`src/rtl/gray_pkg.sv`:
```
// rtl/gray_pkg.sv - Gray/binary conversion helpers shared by the counter and its decoder.
package gray_pkg;

  localparam int MAX_W = 32;

  function automatic logic [MAX_W-1:0] max_bin(input int n);
    return MAX_W'((64'd1 << n) - 64'd1);
  endfunction

  function automatic logic [MAX_W-1:0] bin2gray(input logic [MAX_W-1:0] b);
    return b ^ (b >> 1);
  endfunction

  // Each binary bit is the XOR of all Gray bits at or above it.
  function automatic logic [MAX_W-1:0] gray2bin(input logic [MAX_W-1:0] g);
    logic [MAX_W-1:0] b;
    b[MAX_W-1] = g[MAX_W-1];
    for (int i = MAX_W - 2; i >= 0; i--) begin
      b[i] = b[i+1] ^ g[i];
    end
    return b;
  endfunction

endpackage

```
`src/rtl/gray2bin_n.sv`:
```
// rtl/gray2bin_n.sv - Combinational N-bit Gray-to-binary decoder.
module gray2bin_n #(
  parameter int N = 4
) (
  input  logic [N-1:0] gray,
  output logic [N-1:0] bin
);

  for (genvar i = 0; i < N; i++) begin : g_bit
    assign bin[i] = ^gray[N-1:i];
  end

endmodule

```
`src/rtl/gray_updown_counter.sv`:
```
// rtl/gray_updown_counter.sv - N-bit up/down Gray counter with load, wrap or saturate.
module gray_updown_counter
  import gray_pkg::*;
#(
  parameter int N        = 4,
  parameter bit SATURATE = 1'b0,
  parameter int RST_BIN  = 0
) (
  input  logic         clk,
  input  logic         rst,
  input  logic         clk_en,
  input  logic         up_dn,
  input  logic         load,
  input  logic [N-1:0] load_bin,
  output logic [N-1:0] gray_out,
  output logic [N-1:0] bin_out,
  output logic         tc,
  output logic         wrap
);

  localparam logic [N-1:0] MAX_BIN  = N'(max_bin(N));
  localparam logic [N-1:0] RST_B    = N'(RST_BIN);
  localparam logic [N-1:0] RST_GRAY = N'(bin2gray(MAX_W'(RST_BIN)));

  logic [N-1:0] next_bin;
  logic [N-1:0] next_gray;
  logic [N-1:0] load_gray;
  logic [N-1:0] dec_bin;

  assign tc        = up_dn ? (bin_out == MAX_BIN) : (bin_out == '0);
  assign next_bin  = up_dn ? (bin_out + N'(1)) : (bin_out - N'(1));
  assign next_gray = N'(bin2gray(MAX_W'(next_bin)));
  assign load_gray = N'(bin2gray(MAX_W'(load_bin)));

  always_ff @(posedge clk) begin
    if (rst) begin
      bin_out  <= RST_B;
      gray_out <= RST_GRAY;
      wrap     <= 1'b0;
    end else if (load) begin
      bin_out  <= load_bin;
      gray_out <= load_gray;
      wrap     <= 1'b0;
    end else if (clk_en) begin
      wrap <= tc;
      // A saturating counter blocks the end-of-range step but still flags it.
      if (!(tc && SATURATE)) begin
        bin_out  <= next_bin;
        gray_out <= next_gray;
      end
    end else begin
      wrap <= 1'b0;
    end
  end

  gray2bin_n #(.N(N)) u_dec (
    .gray (gray_out),
    .bin  (dec_bin)
  );

  a_bin_matches_gray : assert property (@(posedge clk) disable iff (rst) bin_out == dec_bin);

endmodule

```
`config.mk`:
```
export PLATFORM = sky130hd
export DESIGN_NAME = gray_updown_counter
export DESIGN_NICKNAME = d
export VERILOG_FILES = /design/src/rtl/gray_pkg.sv /design/src/rtl/gray2bin_n.sv /design/src/rtl/gray_updown_counter.sv
export SDC_FILE = /design/constraint.sdc
export NUM_CORES = 1
export LEC_CHECK = 0
export CORE_AREA = 2 2 39 41
export CTS_BUF_LIST = sky130_fd_sc_hd__clkbuf_8
export CTS_CLUSTER_DIAMETER = 40
export DETAILED_ROUTE_END_ITERATION = 12
export DIE_AREA = 0 0 41 43
export DONT_BUFFER_PORTS = 1
export PLACE_DENSITY_LB_ADDON = 0.3
export SETUP_SLACK_MARGIN = 0.3
export SLEW_MARGIN = 40
export SYNTH_ARGS = -nofsm -noshare
export SYNTH_HDL_FRONTEND = slang
export SYNTH_SLANG_ARGS = --single-unit
```
`constraint.sdc`:
```
create_clock -name clk -period 3.75 [get_ports clk]
set_input_delay 0.75 -clock clk [delete_from_list [all_inputs] [get_ports clk]]
set_output_delay 0.75 -clock clk [all_outputs]
set_load 0.005 [all_outputs]
```
==> metrics.md, run 1 <==
| Metric | Value |
|---|---|
| NumNets Final | `74` |
| Layout cells sized above 1 | `6.67%` |
| Clock transition at path regs | `0.04 ns` |
| Post-DRT Antenna Nets | `0` |
| Power density over cell area | `465 nW/um2` |
| Port bufs | `0` |
| First-pass GRT wire length | `1.59 mm` |
| Final GP Congestion | `0.777` |
| Yosys Warn Count | `0` |
| Worst vdd ir | `0.202 mV` |
| Worst setup EP type | `output port` |
| PnR worst setup slack | `1.80 ns` |
| Arr. time, crit path | `1.20 ns` |
| Final HPWL from detailed placement | `777 um` |
| Synthesized-area fraction occupied by and/or/nand/nor cells | `18.0%` |
| Tcrit/Tclk final | `52.0%` |
| Worst path slowest cell | `dfxtp_1` |
| CTS root buffer | `clkbuf_8` |
| Largest net degree at the start of global routing | `16` |
| Clk_lat worst skew | `0.23 ns` |
| Crit path cell chain | `nand4_1 -> o21ai_0` |
| Slowest stage delay, CP | `0.51 ns` |
| Initial Util | `37.7%` |
| Max Root-Sink Buffers | `2` |
| Post-route DRC | `0` |
| Worst-Margin Slew | `0.359 ns` |
| Final hold violation count | `0` |
| Vias | `422` |
| #FFs+latches synth | `8` |
| Vias per cell | `5.55` |
| Synth cell types | `28` |
| Detailed-route wire length | `996 um` |
| RSZ-0062 raised after global routing | `no` |
| Post-Synth Adder-Cell Area | `8.63%` |
| Critical Path Source | `bin_out[0]$_SDFFE_PP0P_` |
| Post-Syn Nets | `73` |
| Status | `finished clean` |
| WL met1 | `466 um` |
| Leak Pwr | `0.239 nW` |
| CP top delay family | `flip-flops` |
| Synth Area in Compound Gates | `17.7%` |
| Final setup violation count | `0` |
| Cell Rows | `14` |
| Synth Area in XOR/XNOR | `17.7%` |
| Setup_tns | `0 ns` |
| Pins Over Slew Limit | `0` |
| Post-CTS setup buffer count | `0` |
| Setup Skew | `0.00551 ns` |
| Syn Std Cell Area | `522 um2` |
| GRT Util Overall | `13.2%` |
| Die Y | `43 um` |
| DR iter-0 viols | `4` |
| Area of the multi-input gates | `334 um2` |
| Core area | `1380 um2` |
| CTS Sinks | `8` |
| Req. time, crit path | `3.00 ns` |
| Worst r2r src | `bin_out[0]$_SDFFE_PP0P_` |
| Vias in the first global route | `390` |
| DIE WIDTH | `41 um` |
| Full die area | `1760 um2` |
| Critical path class | `reg -> out` |
| Post-synthesis sequential area ratio | `30.7%` |
| Mux cell area share after synthesis | `1.92%` |
| Met3 WL post-DR | `64 um` |
| Max Fanout on Critical Path | `7` |
| Place WS | `1.59 ns` |
| Relative slew slack | `75.8%` |
| Fillers | `143` |
| Critical Path Source Type | `flop` |
| Initial antenna violation count | `0` |
| Worst Hold Class | `reg -> reg` |
| Grt total ovfl | `0` |
| Cells after Synth | `61` |
| Pwr Total | `0.262 mW` |
| WP buf/inv | `0` |
| Largest family of logic cells by synthesized area | `simple AND/OR/NAND/NOR gates` |
| Clock buffer count from CTS | `3` |
| Depth of the CTS H-tree | `1` |
| Max-capacitance violation count | `0` |
| Wire per inst | `13.1 um` |
| Antenna diodes | `0` |
| CTS tree | `built` |
| Layout area overhead | `7.91%` |
| Met2 Routed Length | `466 um` |
| Register area | `160 um2` |
| Top layer in use | `met3` |
| Mean Syn Cell Area | `8.55 um2` |
| Hold_buf cts | `0` |
| Min cycle time layout | `1.95 ns` |
| CTS-repair resized insts | `0` |
| DRT Pass-1 Iters | `3` |
| Top-level I/O count | `19` |
| Worst Hold Launch | `gray_out[1]$_SDFFE_PP0P_` |
| Max Clock Freq | `513 MHz` |
-- stage by stage --
step	instance area [um2]	hold slack [ns]	utilization (%)	std cells
detailed placement	522	0.556	37.7	73
global placement	522	0.558	37.7	73
CTS	563	0.562	40.7	76
global route	563	0.589	40.7	76
finish	563	0.562	40.7	76
floorplan	522	0.542	-	61
-- routing by layer --
| layer | up-vias | global-route usage, % |
|---|---|---|
| met3 | 0 | 5.24 |
| met1 | 201 | 16.5 |
| met5 | - | 0 |
| li1 | 211 | - |
| met2 | 10 | 20.0 |
| met4 | 0 | 4.00 |
-- cell usage in the layout (no fill, tap or decap) --
| cell | count |
|---|---|
| nor2_1 | 9 |
| dfxtp_1 | 8 |
| xnor2_1 | 7 |
| a21oi_1 | 7 |
| a211oi_1 | 3 |
| clkbuf_8 | 3 |
| inv_1 | 2 |
| nand2_1 | 2 |
| o21ai_0 | 2 |
| ha_1 | 2 |
| nand4_1 | 1 |
| nor4_1 | 1 |
| and3b_1 | 1 |
| and3_1 | 1 |
| a21o_1 | 1 |
| xnor3_1 | 1 |
| nor3_1 | 1 |
| a211o_1 | 1 |
| a221oi_1 | 1 |
| xor2_1 | 1 |
| or3_2 | 1 |
| nand3_1 | 1 |
| nor3b_1 | 1 |
| mux2i_1 | 1 |
| fa_1 | 1 |
-- synth_stat cells (all sizes together) --
master	number	share of area (%)
nand4	1	1.2
a221oi	1	1.7
dfxtp	8	31
or3	1	1.4
mux2i	1	1.9
fa	1	3.8
nor2	9	6.5
inv	2	1.4
nand3	1	0.96
ha	2	4.8
buf	3	3.1
nand2	2	1.4
o21ai	2	1.9
and3b	1	1.7
nor3b	1	1.4
xnor3	1	4.3
a21o	1	1.4
and3	1	1.2
xnor2	7	12
nor4	1	1.2
a211oi	3	4.3
a21oi	7	6.7
a211o	1	1.7
nor3	1	0.96
clkbuf	1	0.72
xor2	1	1.7
-- path summary, 6_finish.rpt --
| kind | to | slack, ns | cells past startpoint |
|---|---|---|---|
| worst max-delay path | tc | 1.80 | 2 |
| worst min-delay path | gray_out[1]$_SDFFE_PP0P_ | 0.56 | 2 |
| worst max register to register | gray_out[1]$_SDFFE_PP0P_ | 2.03 | 5 |
| worst min register to register | gray_out[1]$_SDFFE_PP0P_ | 0.56 | 2 |
-- logic make-up after synthesis --
kind of cell	Yosys count
buffers and inverters	6
xor gates and xnor gates	9
muxes	1
DFF	8
and+or+nand+nor	19
adders and majority gates	3
AOI/OAI and AO/OA	15
-- flip-flops by register name, indices dropped and copies added (netlist names) --
signal    flops
bin_out       3
gray_out      4
wrap          1
-- where the power goes --
part | total [mW] | switching [mW] | leakage [nW] | internal (mW)
logic | 0.0554 | 0.0241 | 0.151 | 0.0314
clock network | 0.104 | 0.0342 | 0.0216 | 0.0696
registers | 0.103 | 0.00986 | 0.0663 | 0.0929
-- worst reg2reg max path: cells and delay by family (launching register included) --
kind                     cells  cell delay [ns]
adder cells (fa/ha/maj)      1             0.44
flip-flops                   1             0.40
AO/OA/AOI/OAI                1             0.24
XOR/XNOR                     2             0.47
AND/OR/NAND/NOR              1             0.07
-- cell type report --
class	count	share of cell area [%]
multi-input combinational	47	59.3
sequential	8	28.4
clock buffer	3	7.33
tap	16	3.56
inverter	2	1.33
Power figures use the tool's default switching activity.
==> run 2: changes to the inputs <==
==> constraint.sdc (replaced) <==
create_clock -name clk -period 1.7 [get_ports clk]
set_input_delay 0.34 -clock clk [delete_from_list [all_inputs] [get_ports clk]]
set_output_delay 0.34 -clock clk [all_outputs]
set_load 0.005 [all_outputs]
==> run 2 against run 1 <==
Combinational power grew to 3.6 times the previous value. Via count increased by 1.2%. Sequential power grew 120%. Power increased by 150%. Sequential share of layout area fell by 4.7 points. Clock power increased by 120%. Register-to-register slack worse by 1.9 ns. Die area unchanged. Flip-flop and latch count stayed put. Routed wire length grew 17%. Non-clock buffer count up 5.
==> metrics.md, run 2 (synthesized netlist as in run 1, its figures left out) <==
| Metric | Value |
|---|---|
| Top-level I/O count | `19 (unchanged)` |
| Tcrit/Tclk final | `90.0%` |
| Detailed-route wire length | `1.17 mm (+17%)` |
| Core area | `1380 um2 (unchanged)` |
| Worst vdd ir | `0.658 mV (+220%)` |
| Clock transition at path regs | `0.04 ns (about the same)` |
| NumNets Final | `79 (+6.8%)` |
| Vias in the first global route | `430 (+10%)` |
| Grt total ovfl | `0 (unchanged)` |
| Relative slew slack | `79.5% (+3.7 points)` |
| GRT Util Overall | `16.1% (+3.0 points)` |
| Pwr Total | `0.654 mW (+150%)` |
| Post-layout util | `50.7% (+10 points)` |
| Clock buffer count from CTS | `3 (unchanged)` |
| RSZ-0062 raised after global routing | `yes` |
| Layout cells sized above 1 | `36.9% (+30 points)` |
| Post-route DRC | `0 (unchanged)` |
| Final hold violation count | `0 (unchanged)` |
| CP top delay family | `adder cells` |
| Initial Util | `37.7% (unchanged)` |
| Largest reg by FF count | `gray_out` |
| Min cycle time layout | `1.53 ns` |
| Wire per inst | `14.4 um (+10%)` |
| Vias | `427 (+1.2%)` |
| Port bufs | `0 (unchanged)` |
| First-pass GRT wire length | `1.82 mm (+15%)` |
| WP buf/inv | `0 (unchanged)` |
| Post-DRT Antenna Nets | `0 (unchanged)` |
| Max FFs per register | `4 (unchanged)` |
| Hold_buf cts | `0 (unchanged)` |
| Worst-Margin Slew | `0.306 ns (-0.0533 ns)` |
| Most common cell after layout, fill and taps aside | `nor2_1` |
| Die Y | `43 um (unchanged)` |
| Crit path cell chain | `fa_2 -> xor2_1 -> nor2_1 -> a211oi_2 -> a211oi_1` |
| Critical Path Source Type | `flop` |
| Pins Over Slew Limit | `0 (unchanged)` |
| Place WS | `-0.0218 ns (-1.61 ns)` |
| Max Root-Sink Buffers | `2 (unchanged)` |
| Antenna diodes | `0 (unchanged)` |
| CTS root buffer | `clkbuf_8` |
| CTS tree | `built` |
| Initial antenna violation count | `0 (unchanged)` |
| Max Clock Freq | `654 MHz` |
| Worst path slowest cell | `fa_2` |
| DIE WIDTH | `41 um (unchanged)` |
| PnR worst setup slack | `0.171 ns (-1.63 ns)` |
| CTS Sinks | `8 (unchanged)` |
| Cell Rows | `14 (unchanged)` |
| Leak Pwr | `0.275 nW (+15%)` |
| Clk_lat worst skew | `0.23 ns (about the same)` |
| Largest regs | `gray_out x4, bin_out x3, wrap x1` |
| Status | `finished clean` |
| Final setup violation count | `0 (unchanged)` |
| Layout area overhead | `34.5%` |
| DR iter-0 viols | `4 (unchanged)` |
| Final HPWL from detailed placement | `875 um (+13%)` |
| Slowest stage delay, CP | `0.63 ns (+0.12 ns)` |
| Req. time, crit path | `1.81 ns (-1.19 ns)` |
| Critical path class | `reg -> reg` |
| Worst setup EP type | `flop` |
| Arr. time, crit path | `1.64 ns (+0.44 ns)` |
| Worst Hold Class | `in -> reg` |
| Depth of the CTS H-tree | `1 (unchanged)` |
| Max Fanout on Critical Path | `6 (-1)` |
| Max-capacitance violation count | `0 (unchanged)` |
| Commonest non-fill, non-tap cells in the layout | `9 x nor2_1, 7 x a21oi_1, 5 x xnor2_1, 5 x dfxtp_1, 4 x buf_4` |
| Power density over cell area | `932 nW/um2 (+100%)` |
| Setup Skew | `0.00450 ns (-0.00101 ns)` |
| DRT Pass-1 Iters | `2 (-1)` |
| Final GP Congestion | `0.707 (-8.9%)` |
| Vias per cell | `5.27 (-5.1%)` |
| Largest net degree at the start of global routing | `16 (unchanged)` |
| Full die area | `1760 um2 (unchanged)` |
-- run 2: changes by cell type in the layout (fill, tap and decap cells not counted), moves of 2 or more --
cell / change
ha_4: +2
buf_4: +4
xnor2_1: -2
ha_1: -2
a211oi_1: -2
a211oi_2: +2
dfxtp_2: +2
dfxtp_1: -3
-- run 2: path summary, 6_finish.rpt --
path                                  from                       end  slack [ns]  depth (start not counted)
hold / removal                         rst   bin_out[2]$_SDFFE_PP0P_        0.17                          1
setup reg to reg   bin_out[1]$_SDFFE_PP0P_  gray_out[0]$_SDFFE_PP0P_        0.17                          5
hold reg to reg   gray_out[1]$_SDFFE_PP0P_  gray_out[1]$_SDFFE_PP0P_        0.59                          2
setup / recovery   bin_out[1]$_SDFFE_PP0P_  gray_out[0]$_SDFFE_PP0P_        0.17                          5
-- run 2: worst register-to-register path, delay by kind of cell (launching register included) --
family          cells  cell delay [ns]
fa+ha+maj           1             0.63
compound gates      2             0.20
xor+xnor            1             0.15
simple gates        1             0.07
flops               1             0.37
-- run 2: layout make-up --
type	instances	area, um2
flip-flops and latches	8	166
repair buffers	5	41.3
clock buffers	3	41.3
fillers	135	682
multi-input cells	47	422
inverters	2	11.3
well taps	16	20.0
-- run 2: power breakdown --
| group | total, mW | switching (mW) | internal, mW |
|---|---|---|---|
| clock network | 0.228 | 0.0747 | 0.153 |
| registers | 0.225 | 0.0190 | 0.206 |
| logic | 0.201 | 0.0835 | 0.117 |
| total | 0.654 | 0.177 | 0.477 |
-- run 2: what timing repair did --
action	4_1_cts	5_1_grt
pin swaps	4	6
buffers inserted	1	2
gates resized for setup	6	4
endpoints found under the setup margin	7	7
-- run 2: per-stage QoR --
stage | instances | hold slack, ns | TNS, ns | cell area, um2
2_1_floorplan | 61 | 0.481 | 0 | 577
5_1_grt | 81 | 0.164 | 0 | 702
3_5_place_dp | 75 | 0.411 | -0.0218 | 592
4_1_cts | 79 | 0.172 | 0 | 664
3_3_place_gp | 75 | 0.413 | 0 | 592
6_report | 81 | 0.172 | 0 | 702
-- run 2: layer usage --
metal	up-vias	wire length (um)	GRT usage [%]	part of all wire, %
met5	-	0	0	0
li1	223	-	-	-
met2	12	591	22.8	51
met1	192	490	19.6	42
met3	0	87	9.42	7.4
met4	0	0	6.00	0
==> run 3: changes to the inputs <==
--- a/config.mk
+++ b/config.mk
@@ -5,11 +5,11 @@
 export SDC_FILE = /design/constraint.sdc
 export NUM_CORES = 1
 export LEC_CHECK = 0
-export CORE_AREA = 2 2 39 41
+export CORE_AREA = 8 8 45 47
 export CTS_BUF_LIST = sky130_fd_sc_hd__clkbuf_8
 export CTS_CLUSTER_DIAMETER = 40
 export DETAILED_ROUTE_END_ITERATION = 12
-export DIE_AREA = 0 0 41 43
+export DIE_AREA = 0 0 53 55
 export DONT_BUFFER_PORTS = 1
 export PLACE_DENSITY_LB_ADDON = 0.3
 export SETUP_SLACK_MARGIN = 0.3
==> run 3 against run 2 <==
Clock power about the same. Sequential share of layout area shrank 0.13 points. Clock skew down 0.0040 ns. Worst hold slack worse by 0.0025 ns. Global-route usage decreased by 6.4 points.
==> metrics.md, run 3 (synthesized netlist as in run 1, its figures left out) <==
| Metric | Value |
|---|---|
| Status | `finished clean` |
| Final GP Congestion | `0.674 (-4.7%)` |
| Req. time, crit path | `1.86 ns (+0.05 ns)` |
| NumNets Final | `79 (unchanged)` |
| Internal power | `0.469 mW (-1.6%)` |
| Slowest stage delay, CP | `0.37 ns (-0.26 ns)` |
| Worst-Margin Slew | `0.363 ns (+0.0567 ns)` |
| Critical path class | `reg -> reg` |
| Clk_lat worst skew | `0.23 ns (about the same)` |
| Max Root-Sink Buffers | `2 (unchanged)` |
| Final non-filler cell total | `81 (unchanged)` |
| Setup_tns | `0 ns (unchanged)` |
| Commonest non-fill, non-tap cells in the layout | `9 x nor2_1, 6 x xnor2_1, 6 x a21oi_1, 5 x dfxtp_1` |
| Max Clock Freq | `668 MHz (+2.1%)` |
| Worst vdd ir | `0.465 mV (-29%)` |
| Antenna diodes | `0 (unchanged)` |
| Top-level I/O count | `19 (unchanged)` |
| Worst setup EP type | `flop` |
| Most common cell after layout, fill and taps aside | `nor2_1` |
| Vias in the first global route | `444 (+3.3%)` |
| DRT Pass-1 Iters | `2 (unchanged)` |
| Tcrit/Tclk final | `88.1% (-1.9 points)` |
| PnR worst setup slack | `0.202 ns (+0.0316 ns)` |
| Core area | `1380 um2 (unchanged)` |
| Vias per cell | `5.41 (+2.6%)` |
| CTS tree | `built` |
| First-pass GRT wire length | `2.08 mm (+14%)` |
| Largest regs | `gray_out x4, bin_out x3, wrap x1` |
| Initial antenna violation count | `0 (unchanged)` |
| Arr. time, crit path | `1.66 ns (+0.02 ns)` |
| Crit path cell chain | `fa_2 -> xnor2_2 -> buf_4 -> xnor3_1 -> a21oi_1` |
| Depth of the CTS H-tree | `1 (unchanged)` |
| Leak Pwr | `0.273 nW (-0.64%)` |
| Hold_buf cts | `0 (unchanged)` |
| Vias | `438 (+2.6%)` |
| Power density over cell area | `916 nW/um2 (-1.7%)` |
| Min cycle time layout | `1.50 ns (-0.0316 ns)` |
| Cell Rows | `14 (unchanged)` |
| DR iter-0 viols | `4 (unchanged)` |
| Switching share of power | `27.5% (+0.37 points)` |
| Pwr Total | `0.647 mW (-1.1%)` |
| Comb pwr share | `29.8% (-0.9 points)` |
| Final HPWL from detailed placement | `979 um (+12%)` |
| Final setup violation count | `0 (unchanged)` |
| Worst Hold Class | `in -> reg` |
| Final hold violation count | `0 (unchanged)` |
| Grt total ovfl | `0 (unchanged)` |
| Die Y | `55 um (+28%)` |
| Detailed-route wire length | `1.36 mm (+17%)` |
| Wire per inst | `16.8 um (+17%)` |
| Post-DRT Antenna Nets | `0 (unchanged)` |
| Layout area overhead | `35.3%` |
| Pins Over Slew Limit | `0 (unchanged)` |
| Largest net degree at the start of global routing | `16 (unchanged)` |
| Largest reg by FF count | `gray_out` |
| Fillers | `122 (-9.6%)` |
| Full die area | `2920 um2 (+65%)` |
| Inst Count DP | `76 (+1.3%)` |
| Relative slew slack | `75.8% (-3.7 points)` |
| Critical Path Source Type | `flop` |
| CTS Sinks | `8 (unchanged)` |
| Max-capacitance violation count | `0 (unchanged)` |
| Clk pwr share | `35.2% (+0.3 points)` |
| Psw | `0.178 mW (+0.20%)` |
| Register share of total power | `34.9% (+0.5 points)` |
| Final instance area | `706 um2 (+0.53%)` |
| Max FFs per register | `4 (unchanged)` |
| CTS root buffer | `clkbuf_8` |
| DIE WIDTH | `53 um (+29%)` |
| GRT Util Overall | `9.76% (-6.4 points)` |
| Port bufs | `0 (unchanged)` |
| Area of the multi-input gates | `422 um2 (unchanged)` |
| Post-route DRC | `0 (unchanged)` |
| Initial Util | `37.7% (unchanged)` |
| RSZ-0062 raised after global routing | `yes` |
| Setup Skew | `0.000549 ns (-0.00395 ns)` |
| Clock transition at path regs | `0.04 ns (about the same)` |
| Place WS | `0.0153 ns (+0.0371 ns)` |
| Max Fanout on Critical Path | `3 (-3)` |
| Clock buffer count from CTS | `3 (unchanged)` |
| Register area | `166 um2 (unchanged)` |
| Worst path slowest cell | `fa_2` |
| Post-DP Area | `599 um2 (+1.3%)` |
| Layout cells sized above 1 | `38.5% (+1.5 points)` |
## run 3: worst max-delay path: cells and delay by family, from the launching register on
kind | cells | cell delay [ns]
DFF | 1 | 0.36
buffers and inverters | 1 | 0.16
adders and majority gates | 1 | 0.37
AOI/OAI and AO/OA | 1 | 0.14
xor gates and xnor gates | 2 | 0.40
## run 3: repair_timing
| action | CTS | global route |
|---|---|---|
| pin swaps | 3 | 6 |
| buffers inserted | 1 | 1 |
| endpoints found under the setup margin | 5 | 6 |
| gates resized for setup | 7 | 5 |
## run 3: power by group through the flow
stage	Sequential [mW]	Combinational, mW	Clock, mW
CTS	0.225	0.178	0.233
global route	0.229	0.212	0.245
global placement	0.228	0.159	0
floorplan	0.228	0.137	0
finish	0.226	0.193	0.228
detailed placement	0.228	0.161	0
## run 3: layer usage
layer,GRT usage [%],vias up,routed length [um]
li1,-,223,-
met1,10.6,203,535
met2,15.6,12,702
met3,6.15,0,125
met4,2.59,0,0
met5,0,-,0
## run 3: metrics by stage
stage                     utilization [%]  hold slack [ns]
after floorplan                         -            0.481
after global placement               43.3            0.412
after detailed placement             43.3            0.408
after CTS                            48.6            0.168
after global routing                 51.0            0.158
final                                51.0            0.169
## run 3: path summary, 6_finish.rpt
kind / from / to / slack (ns) / cells after the start
min: rst / gray_out[3]$_SDFFE_PP0P_ / 0.17 / 1
min reg2reg: gray_out[1]$_SDFFE_PP0P_ / gray_out[1]$_SDFFE_PP0P_ / 0.59 / 2
max reg2reg: bin_out[1]$_SDFFE_PP0P_ / gray_out[2]$_SDFFE_PP0P_ / 0.20 / 5
max: bin_out[1]$_SDFFE_PP0P_ / gray_out[2]$_SDFFE_PP0P_ / 0.20 / 5
## run 3: cell type report
type / count / share of cell area [%]
Timing Repair Buffer: 5 / 6.38
Sequential cell: 8 / 23.6
Tap cell: 16 / 2.84
Multi-Input combinational cell: 47 / 59.8
Inverter: 2 / 1.60
Clock buffer: 3 / 5.85
